--- config.mk ---
export PLATFORM = sky130hd
export DESIGN_NAME = player_pos_ctl_multi
export DESIGN_NICKNAME = d
export VERILOG_FILES = /design/src/rtl/player_pos_ctl_multi.sv
export SDC_FILE = /design/constraint.sdc
export NUM_CORES = 1
export LEC_CHECK = 0
export CORE_UTILIZATION = 50
export CTS_CLUSTER_DIAMETER = 120
export DETAILED_ROUTE_END_ITERATION = 12
export DONT_BUFFER_PORTS = 1
export GPL_TIMING_DRIVEN = 1
export PLACE_DENSITY = 0.68
export SKIP_CTS_REPAIR_TIMING = 1
export SLEW_MARGIN = 20
export SYNTH_ARGS = -nofsm -noshare
export SYNTH_HDL_FRONTEND = slang
export SYNTH_SLANG_ARGS = --single-unit
--- constraint.sdc ---
create_clock -name clk -period 5.9 [get_ports clk]
set_input_delay 1.18 -clock clk [delete_from_list [all_inputs] [get_ports clk]]
set_output_delay 1.18 -clock clk [all_outputs]
set_load 0.1 [all_outputs]
--- src/rtl/player_pos_ctl_multi.sv ---
// N-channel player x-position controller: per-frame accelerated motion clamped to screen bounds,
// with per-channel respawn and a global freeze. All frame updates commit on the vsync rising edge.
module player_pos_ctl_multi #(
  parameter int N_PLAYERS    = 2,
  parameter int XW           = 12,
  parameter int X_MIN        = 0,
  parameter int X_MAX        = 736,
  parameter int X_INIT0      = 100,
  parameter int X_SPACING    = 400,
  parameter int STEP_MAX     = 8,
  parameter int ACCEL_FRAMES = 4
) (
  input  logic                    clk,
  input  logic                    rst,
  input  logic                    v_tick,
  input  logic                    enable,
  input  logic [N_PLAYERS-1:0]    left,
  input  logic [N_PLAYERS-1:0]    right,
  input  logic [N_PLAYERS-1:0]    respawn,
  output logic [N_PLAYERS*XW-1:0] xpos,
  output logic [N_PLAYERS-1:0]    moving,
  output logic [N_PLAYERS-1:0]    at_wall
);

  localparam int SW = $clog2(STEP_MAX + 1);
  // one spare count value so the increment can never wrap before it is compared
  localparam int CW = $clog2(ACCEL_FRAMES + 2);

  localparam logic [XW:0]   XMIN_E  = (XW+1)'(X_MIN);
  localparam logic [XW:0]   XMAX_E  = (XW+1)'(X_MAX);
  localparam logic [SW-1:0] SMAX    = SW'(STEP_MAX);
  localparam logic [SW-1:0] SONE    = SW'(1);
  localparam logic [CW-1:0] CACCEL  = CW'(ACCEL_FRAMES);

  typedef enum logic [1:0] {IDLE, MOVE_L, MOVE_R} state_t;

  if (!(X_MIN < X_MAX && X_MAX < (1 << XW))) begin : g_bad_range
    $fatal(1, "player_pos_ctl_multi: X_MIN < X_MAX < 2**XW violated");
  end
  if (STEP_MAX < 1 || ACCEL_FRAMES < 1) begin : g_bad_speed
    $fatal(1, "player_pos_ctl_multi: STEP_MAX and ACCEL_FRAMES must be >= 1");
  end
  if (N_PLAYERS < 1 || N_PLAYERS > 8) begin : g_bad_count
    $fatal(1, "player_pos_ctl_multi: N_PLAYERS must be 1..8");
  end

  logic v_tick_d_reg;
  logic tick;

  always_ff @(posedge clk) begin
    if (!rst) v_tick_d_reg <= 1'b0;
    else      v_tick_d_reg <= v_tick;
  end

  assign tick = v_tick & ~v_tick_d_reg;

  for (genvar gi = 0; gi < N_PLAYERS; gi++) begin : g_ch
    localparam int INIT_X = X_INIT0 + gi * X_SPACING;
    localparam logic [XW-1:0] INIT_XV = XW'(INIT_X);
    localparam logic INIT_WALL = (INIT_X == X_MIN) || (INIT_X == X_MAX);

    if (INIT_X < X_MIN || INIT_X > X_MAX) begin : g_bad_init
      $fatal(1, "player_pos_ctl_multi: initial x of a channel outside [X_MIN, X_MAX]");
    end

    state_t        state_reg, state_next;
    logic [XW-1:0] x_reg, x_next;
    logic [SW-1:0] speed_reg, speed_next;
    logic [CW-1:0] cnt_reg, cnt_next;
    logic          moving_reg, at_wall_reg;
    state_t        req;
    logic [SW-1:0] step;
    logic [XW:0]   x_ext, sum_r, lim_l;
    logic          clamp;

    always_ff @(posedge clk) begin
      if (!rst) begin
        state_reg   <= IDLE;
        x_reg       <= INIT_XV;
        speed_reg   <= SONE;
        cnt_reg     <= '0;
        moving_reg  <= 1'b0;
        at_wall_reg <= INIT_WALL;
      end else begin
        state_reg   <= state_next;
        x_reg       <= x_next;
        speed_reg   <= speed_next;
        cnt_reg     <= cnt_next;
        moving_reg  <= (state_next == MOVE_L) || (state_next == MOVE_R);
        at_wall_reg <= ((XW+1)'(x_next) == XMIN_E) || ((XW+1)'(x_next) == XMAX_E);
      end
    end

    always_comb begin
      state_next = state_reg;
      x_next     = x_reg;
      speed_next = speed_reg;
      cnt_next   = cnt_reg;
      step       = SONE;
      clamp      = 1'b0;
      x_ext      = (XW+1)'(x_reg);
      sum_r      = '0;
      lim_l      = '0;

      if (left[gi] && !right[gi])      req = MOVE_L;
      else if (right[gi] && !left[gi]) req = MOVE_R;
      else                             req = IDLE;

      if (respawn[gi]) begin
        state_next = IDLE;
        x_next     = INIT_XV;
        speed_next = SONE;
        cnt_next   = '0;
      end else if (tick) begin
        if (!enable || req == IDLE) begin
          state_next = IDLE;
          speed_next = SONE;
          cnt_next   = '0;
        end else begin
          state_next = req;
          if (state_reg != req) begin
            step       = SONE;
            speed_next = SONE;
            cnt_next   = CW'(1);
          end else begin
            // current speed applies to this tick; any increment takes effect next tick
            step = speed_reg;
            if (cnt_reg + CW'(1) == CACCEL) begin
              speed_next = (speed_reg >= SMAX) ? SMAX : speed_reg + SONE;
              cnt_next   = '0;
            end else begin
              cnt_next = cnt_reg + CW'(1);
            end
          end

          if (req == MOVE_R) begin
            sum_r = x_ext + (XW+1)'(step);
            if (sum_r > XMAX_E) begin
              x_next = XMAX_E[XW-1:0];
              clamp  = 1'b1;
            end else begin
              x_next = sum_r[XW-1:0];
            end
          end else begin
            lim_l = XMIN_E + (XW+1)'(step);
            if (x_ext < lim_l) begin
              x_next = XMIN_E[XW-1:0];
              clamp  = 1'b1;
            end else begin
              x_next = x_reg - XW'(step);
            end
          end

          if (clamp) begin
            speed_next = SONE;
            cnt_next   = '0;
          end
        end
      end
    end

    assign xpos[gi*XW +: XW] = x_reg;
    assign moving[gi]        = moving_reg;
    assign at_wall[gi]       = at_wall_reg;
  end

endmodule

# Yosys cells after proc, flatten, opt, wreduce, memory -nomap -nowiden
# Index checks and enable logic that the tools add are counted.
[word_totals]
reg_bits = 47
latch_bits = 0
ramBits = 0
mem_bits_ro = 0
input_bits = 10
out_inout_bits = 28
word_cells = 127
memories = 0
[classes]
addsub = 8
multipliers = 0
n_div = 0
magnitude_cmp = 6
eq_ne = 12
shifts = 0
muxes = 60
bitwise_logic = 3
n_reduce_logical = 25
[ops]
columns = ["cell", "n"]
rows = [
  ["two-way mux 12 bit", 12],
  ["two-way mux 4 bit", 18],
  ["adder 12 x 4 -> 13 bit", 2],
  ["> comparator 13 x 10 -> 1 bit, second input constant", 2],
  ["equality test 12 x 10 -> 1 bit, second input constant", 2],
  ["logical NOT 12 bit", 2],
  ["< comparator 12 x 4 -> 1 bit", 2],
  ["two-way mux 3 bit", 8],
  ["subtractor 12 x 4 -> 12 bit", 2],
  ["two-way mux 2 bit", 10],
  ["two-way mux 1 bit", 12],
  ["adder 4 x 1 -> 4 bit, second input constant", 2],
  ["equality test 2 bit, second input constant", 4],
  [">= comparator 4 bit, second input constant", 2],
  ["nonzero test 4 bit", 2],
  ["adder 3 x 1 -> 3 bit, second input constant", 2],
  ["equality test 3 bit, second input constant", 2],
  ["logical OR 1 bit", 6],
  ["logical NOT 1 bit", 5],
  ["equality test 2 x 1 -> 1 bit, second input constant", 2],
  ["logical AND 1 bit", 4],
  ["logical NOT 2 bit", 2],
  ["!= test 2 bit", 2],
  ["AND reduction 2 bit", 2],
  ["other kinds (3)", 5],
]

# Logic depth before layout (Yosys ltp)
[logic_depth]
ltp_word = 18
ltp_mapped = 19
depth_no_buf = 17

# Worst setup path before layout
# Ideal clock, no wire load.
[synth_path]
kind = "input to register"
startpoint = "input port left[0]"
endpoint = "register g_ch[0].speed_reg[2]"
setup_ns = 0.070
arrival_time_ns = 5.205
required_time_ns = 5.830
path_slack_ns = 0.625
path_stages = 16
path_buffers = 1
cell_sequence = "inv_1 ha_1 clkbuf_1 xor2_1 nor2_1 nand2_1 fa_1 xnor2_2 nand3_1 or4b_4 a41oi_2 a2111oi_1 or4_4 or3_1 or4_1 a21oi_1"
[synth_between]
elab_chain_len = 18
[synth_lines]
columns = ["element", "line_no", "rtl"]
rows = [
  ["start: declaration", "17", "input logic [N_PLAYERS-1:0] left,"],
  ["logical NOT 1 bit", "106", "else if (right[gi] && !left[gi]) req = MOVE_R;"],
  ["logical AND 1 bit", "106", ""],
  ["two-way mux 2 bit", "106", ""],
  ["two-way mux 2 bit *", "105", "if (left[gi] && !right[gi]) req = MOVE_L;"],
  ["!= test 2 bit", "121", "if (state_reg != req) begin"],
  ["two-way mux 4 bit", "121", ""],
  ["two-way mux 4 bit", "115", "if (!enable || req == IDLE) begin"],
  ["two-way mux 4 bit", "114", "end else if (tick) begin"],
  ["[2 not listed]", "-", ""],
  ["> comparator 13 x 10 -> 1 bit", "138", "if (sum_r > XMAX_E) begin"],
  ["two-way mux 1 bit", "138", ""],
  ["two-way mux 1 bit", "136", "if (req == MOVE_R) begin"],
  ["two-way mux 1 bit", "115", ""],
  ["two-way mux 1 bit", "114", ""],
  ["two-way mux 1 bit", "109", "if (respawn[gi]) begin"],
  ["nonzero test 4 bit (no source line) / two-way mux 4 bit (equally long branches)", "-", ""],
  ["AND reduction 2 bit (no source line) / two-way mux 4 bit (equally long branches)", "-", ""],
  ["end signal: assignment", "87", "speed_reg <= speed_next;"],
  ["end: declaration", "68", "logic [SW-1:0] speed_reg, speed_next;"],
]
# Mark *: on every way between the ends. The rest lies on a longest branch, timed or not. The select of a mux whose other input is x is not followed.
# A chain may end at the register's enable or synchronous reset.

# Worst setup path after layout
[layout_path]
startpoint = "input port left[1]"
endpoint = "register g_ch[1].at_wall_reg"
[layout_between]
elab_chain_len = 18
[layout_lines]
columns = ["element", "line_no", "rtl"]
rows = [
  ["logical NOT 1 bit", "106", ""],
  ["logical AND 1 bit", "106", ""],
  ["two-way mux 2 bit", "106", ""],
  ["two-way mux 2 bit *", "105", ""],
  ["!= test 2 bit", "121", ""],
  ["two-way mux 4 bit", "121", ""],
  ["two-way mux 4 bit", "115", ""],
  ["two-way mux 4 bit", "114", ""],
  ["[2 not listed]", "-", ""],
  ["> comparator 13 x 10 -> 1 bit", "138", ""],
  ["two-way mux 12 bit", "138", ""],
  ["two-way mux 12 bit", "136", ""],
  ["two-way mux 12 bit *", "115", ""],
  ["two-way mux 12 bit *", "114", ""],
  ["two-way mux 12 bit *", "109", ""],
  ["equality test 12 x 10 -> 1 bit / logical NOT 12 bit (equally long branches)", "90", "at_wall_reg <= ((XW+1)'(x_next) == XMIN_E) || ((XW+1)'(x_next) == XMAX_E);"],
  ["logical OR 1 bit *", "90", ""],
  ["end signal: assignment", "90", ""],
  ["end: declaration", "70", "logic moving_reg, at_wall_reg;"],
]
# Marks and branches as above.

==> impl_results.md <==
* Synth cell types at 77
* Fin crit period at 5310 ps
* WS Path Type: primary input to register
* Synth top cells by count: nand2_1 (57), nor2_1 (50), dfxtp_1 (47), a21oi_1 (37), inv_1 (31)
* Core area at 0.00822 mm^2
* Largest net degree at the start of global routing at 23
* Die span in y at 93.9 um
* Crit path arrival time at 5490 ps
* Hold Path Origin: g_ch[1].cnt_reg[1]
* Pwr Total at 674 uW
* H-tree depth at 2
* Worst endpoint required time at 6080 ps
* Ys async rst share at 0%
* Root Driver: clkbuf_8
* Vias after detailed routing at 4162
* Worst setup margin at 588 ps
* Drt first pass iters at 4
* CP endpoint kind: register
* WHS Path Cells at 2
* Final hold vios at 0
* CP max-delay cell: nor4_1
* Largest register FFs at 24
* Worst-margin pin slew at 1130 ps
* Seq/Total Area, Yosys at 22.3%
* Hold endpoint: g_ch[1].cnt_reg[1]
* Reg2reg end: g_ch[1].at_wall_reg
* Antenna violations before repair at 0
* Worst reg2reg setup slack at 1410 ps
* Slew HR at 24.5%
* Netlist Area Pre-Place at 0.00423 mm^2
* Hold slack at 479 ps
* Area contributors post-synth: dfxtp_1 (22%), ha_1 (8.3%), nand2_1 (5.1%)
* # IOs at 38
* Std-Cell Rows at 33
* Die ar. at 0.00882 mm^2
* Final period utilization at 90.0%
* Top-count cell post-synth: nand2_1
* DRT antenna net count at 0
* Place WS at 286 ps
* DP Area at 0.00436 mm^2
* R2r startpoint: g_ch[1].state_reg[1]
* Routed WL at 11.4 mm
* Gr usage total at 26.7%
* Worst setup SP type: primary input
* Peak supply drop at 94.9 uV
* Clock Latency Late Sink at 300 ps
* PD cells at 150 mW/mm^2
* Proportion of layout cells with a drive suffix above 1 at 8.42%
* DIE WIDTH at 93.9 um
* Post-synth EDFFs at 0
* Worst-path clk slew at 90 ps
* Diodes inserted at 0
* Critical-path cell list: inv_1 > ha_1 > xor2_1 > nor2_1 > nand2_1 > ha_1 > fa_1 > nor2b_1 > o311ai_4 > xnor2_1 > a41oi_1 > nor4_1 > nor4_1 > o32ai_1 > mux2i_1 > nor4_2
* LEAKAGE at 0.00168 uW
* Max Root-Sink Buffers at 2
* Global-route wire length before repair at 18.6 mm
* Overflow after GRT at 0
* Max_cap viols at 0
* Initial Util at 51.4%
* Post-Route Skew at 8.54 ps
* RSZ-0062 raised after global routing: no
* Area leader, netlist: dfxtp_1
* Clk sinks at 47
* Top cell type's share of synthesized area at 22.3%
* Flops & latches, synth at 47
* Area grow syn2layout at 6.01%
* HP Class: register to register
* Vias/cell at 6.28
* Final Setup Violations at 0
* Initial DRC Count at 197
* Yosys warns at 0
* Nets at 599
* CTS tree: yes
* Drc violations at 0
* Crit-path max cell delay at 580 ps
* Num CTS Buffers at 5
* Pins Over Slew Limit at 0
* Post-DP HPWL at 8.78 mm
* PortBufs at 0
* Reg2reg path depth at 14
* Crit path max fanout at 10
* Routed wire per std cell at 17.3 um
* Synth Flop Type: dfxtp_1
* Vias in the first global route at 3866
* Gpl congestion at 0.970
* Post-synthesis cell count at 562
* FMAX at 188 MHz
* Fin Setup TNS at 0 ps
* Avg Cell Area, Syn at 7.52 um^2
* Status: finished, final reports clean
* Syn_nets at 604
* Cell area after layout at 0.00448 mm^2
[placed cells by master, fill, tap and decap left out, drive strengths merged, types with 4 or more instances in the layout]
| master | instances |
|---|---|
| o211ai | 5 |
| buf | 22 |
| o31a | 5 |
| nor4 | 5 |
| xnor2 | 13 |
| a211o | 4 |
| nor2b | 17 |
| a32oi | 4 |
| nor3 | 22 |
| clkbuf | 6 |
| inv | 31 |
| and3 | 5 |
| xor2 | 7 |
| dfxtp | 47 |
| nand2b | 8 |
| a211oi | 11 |
| nor2 | 50 |
| fa | 4 |
| or3 | 7 |
| o21ai | 30 |
| a221oi | 4 |
| o41ai | 5 |
| nand2 | 57 |
| o31ai | 6 |
| nand3 | 24 |
| and2 | 10 |
| nand4 | 7 |
| a21oi | 39 |
| mux2i | 5 |
| ha | 28 |
| or4 | 8 |
| o21a | 5 |
[cells by family after synthesis]
family,synth area share (%)
AND/OR/NAND/NOR,28.6
AO/OA/AOI/OAI,25.9
buffers and inverters,6.81
flip-flops,22.3
adder cells (fa/ha/maj),10.2
XOR/XNOR,4.50
multiplexers,1.72
[worst max-delay path: cells and delay by family]
kind	cells	cell delay, ps
simple gates	6	1580
compound gates	3	1110
fa+ha+maj	3	890
mux	1	370
xor+xnor	2	340
buf+inv	1	20
[how the worst max path moves through the flow]
stage                                 endpoint      from  depth (start not counted)
after floorplan           g_ch[0].speed_reg[2]   left[0]                         16
after global placement     g_ch[1].at_wall_reg   left[1]                         16
after detailed placement   g_ch[1].at_wall_reg   left[1]                         16
after CTS                  g_ch[1].at_wall_reg   left[1]                         16
after global routing       g_ch[1].at_wall_reg  right[1]                         16
final                      g_ch[1].at_wall_reg   left[1]                         16
[cell type report]
cell class                      count  area (um^2)
Fill cell                         812         3740
Multi-Input combinational cell    449         3000
Timing Repair Buffer               22          165
Tap cell                          105          131
Clock buffer                        6         82.6
Clock inverter                      2         35.0
Sequential cell                    47          942
Inverter                           32          120
[metal layers]
layer,part of all wire (%),up-vias,track usage [%],routed length (um)
li1,-,2033,-,-
met1,42,1979,32.1,4790
met2,50,130,46.5,5730
met3,5.4,20,5.26,619
met4,2.6,0,10.3,303
met5,0,-,0,0
[power breakdown]
part	internal [uW]	leakage [uW]	switching, uW	total, uW
Clock	137	0.0000612	115	252
Sequential	320	0.000380	10.2	330
Combinational	29.7	0.00124	61.5	91.2
[through the flow]
step / std cells / utilization (%)
2_1_floorplan: 562 / -
3_3_place_gp: 655 / 53.1
3_5_place_dp: 655 / 53.1
4_1_cts: 663 / 54.5
5_1_grt: 663 / 54.5
6_report: 663 / 54.5
Power figures use the tool's default switching activity.
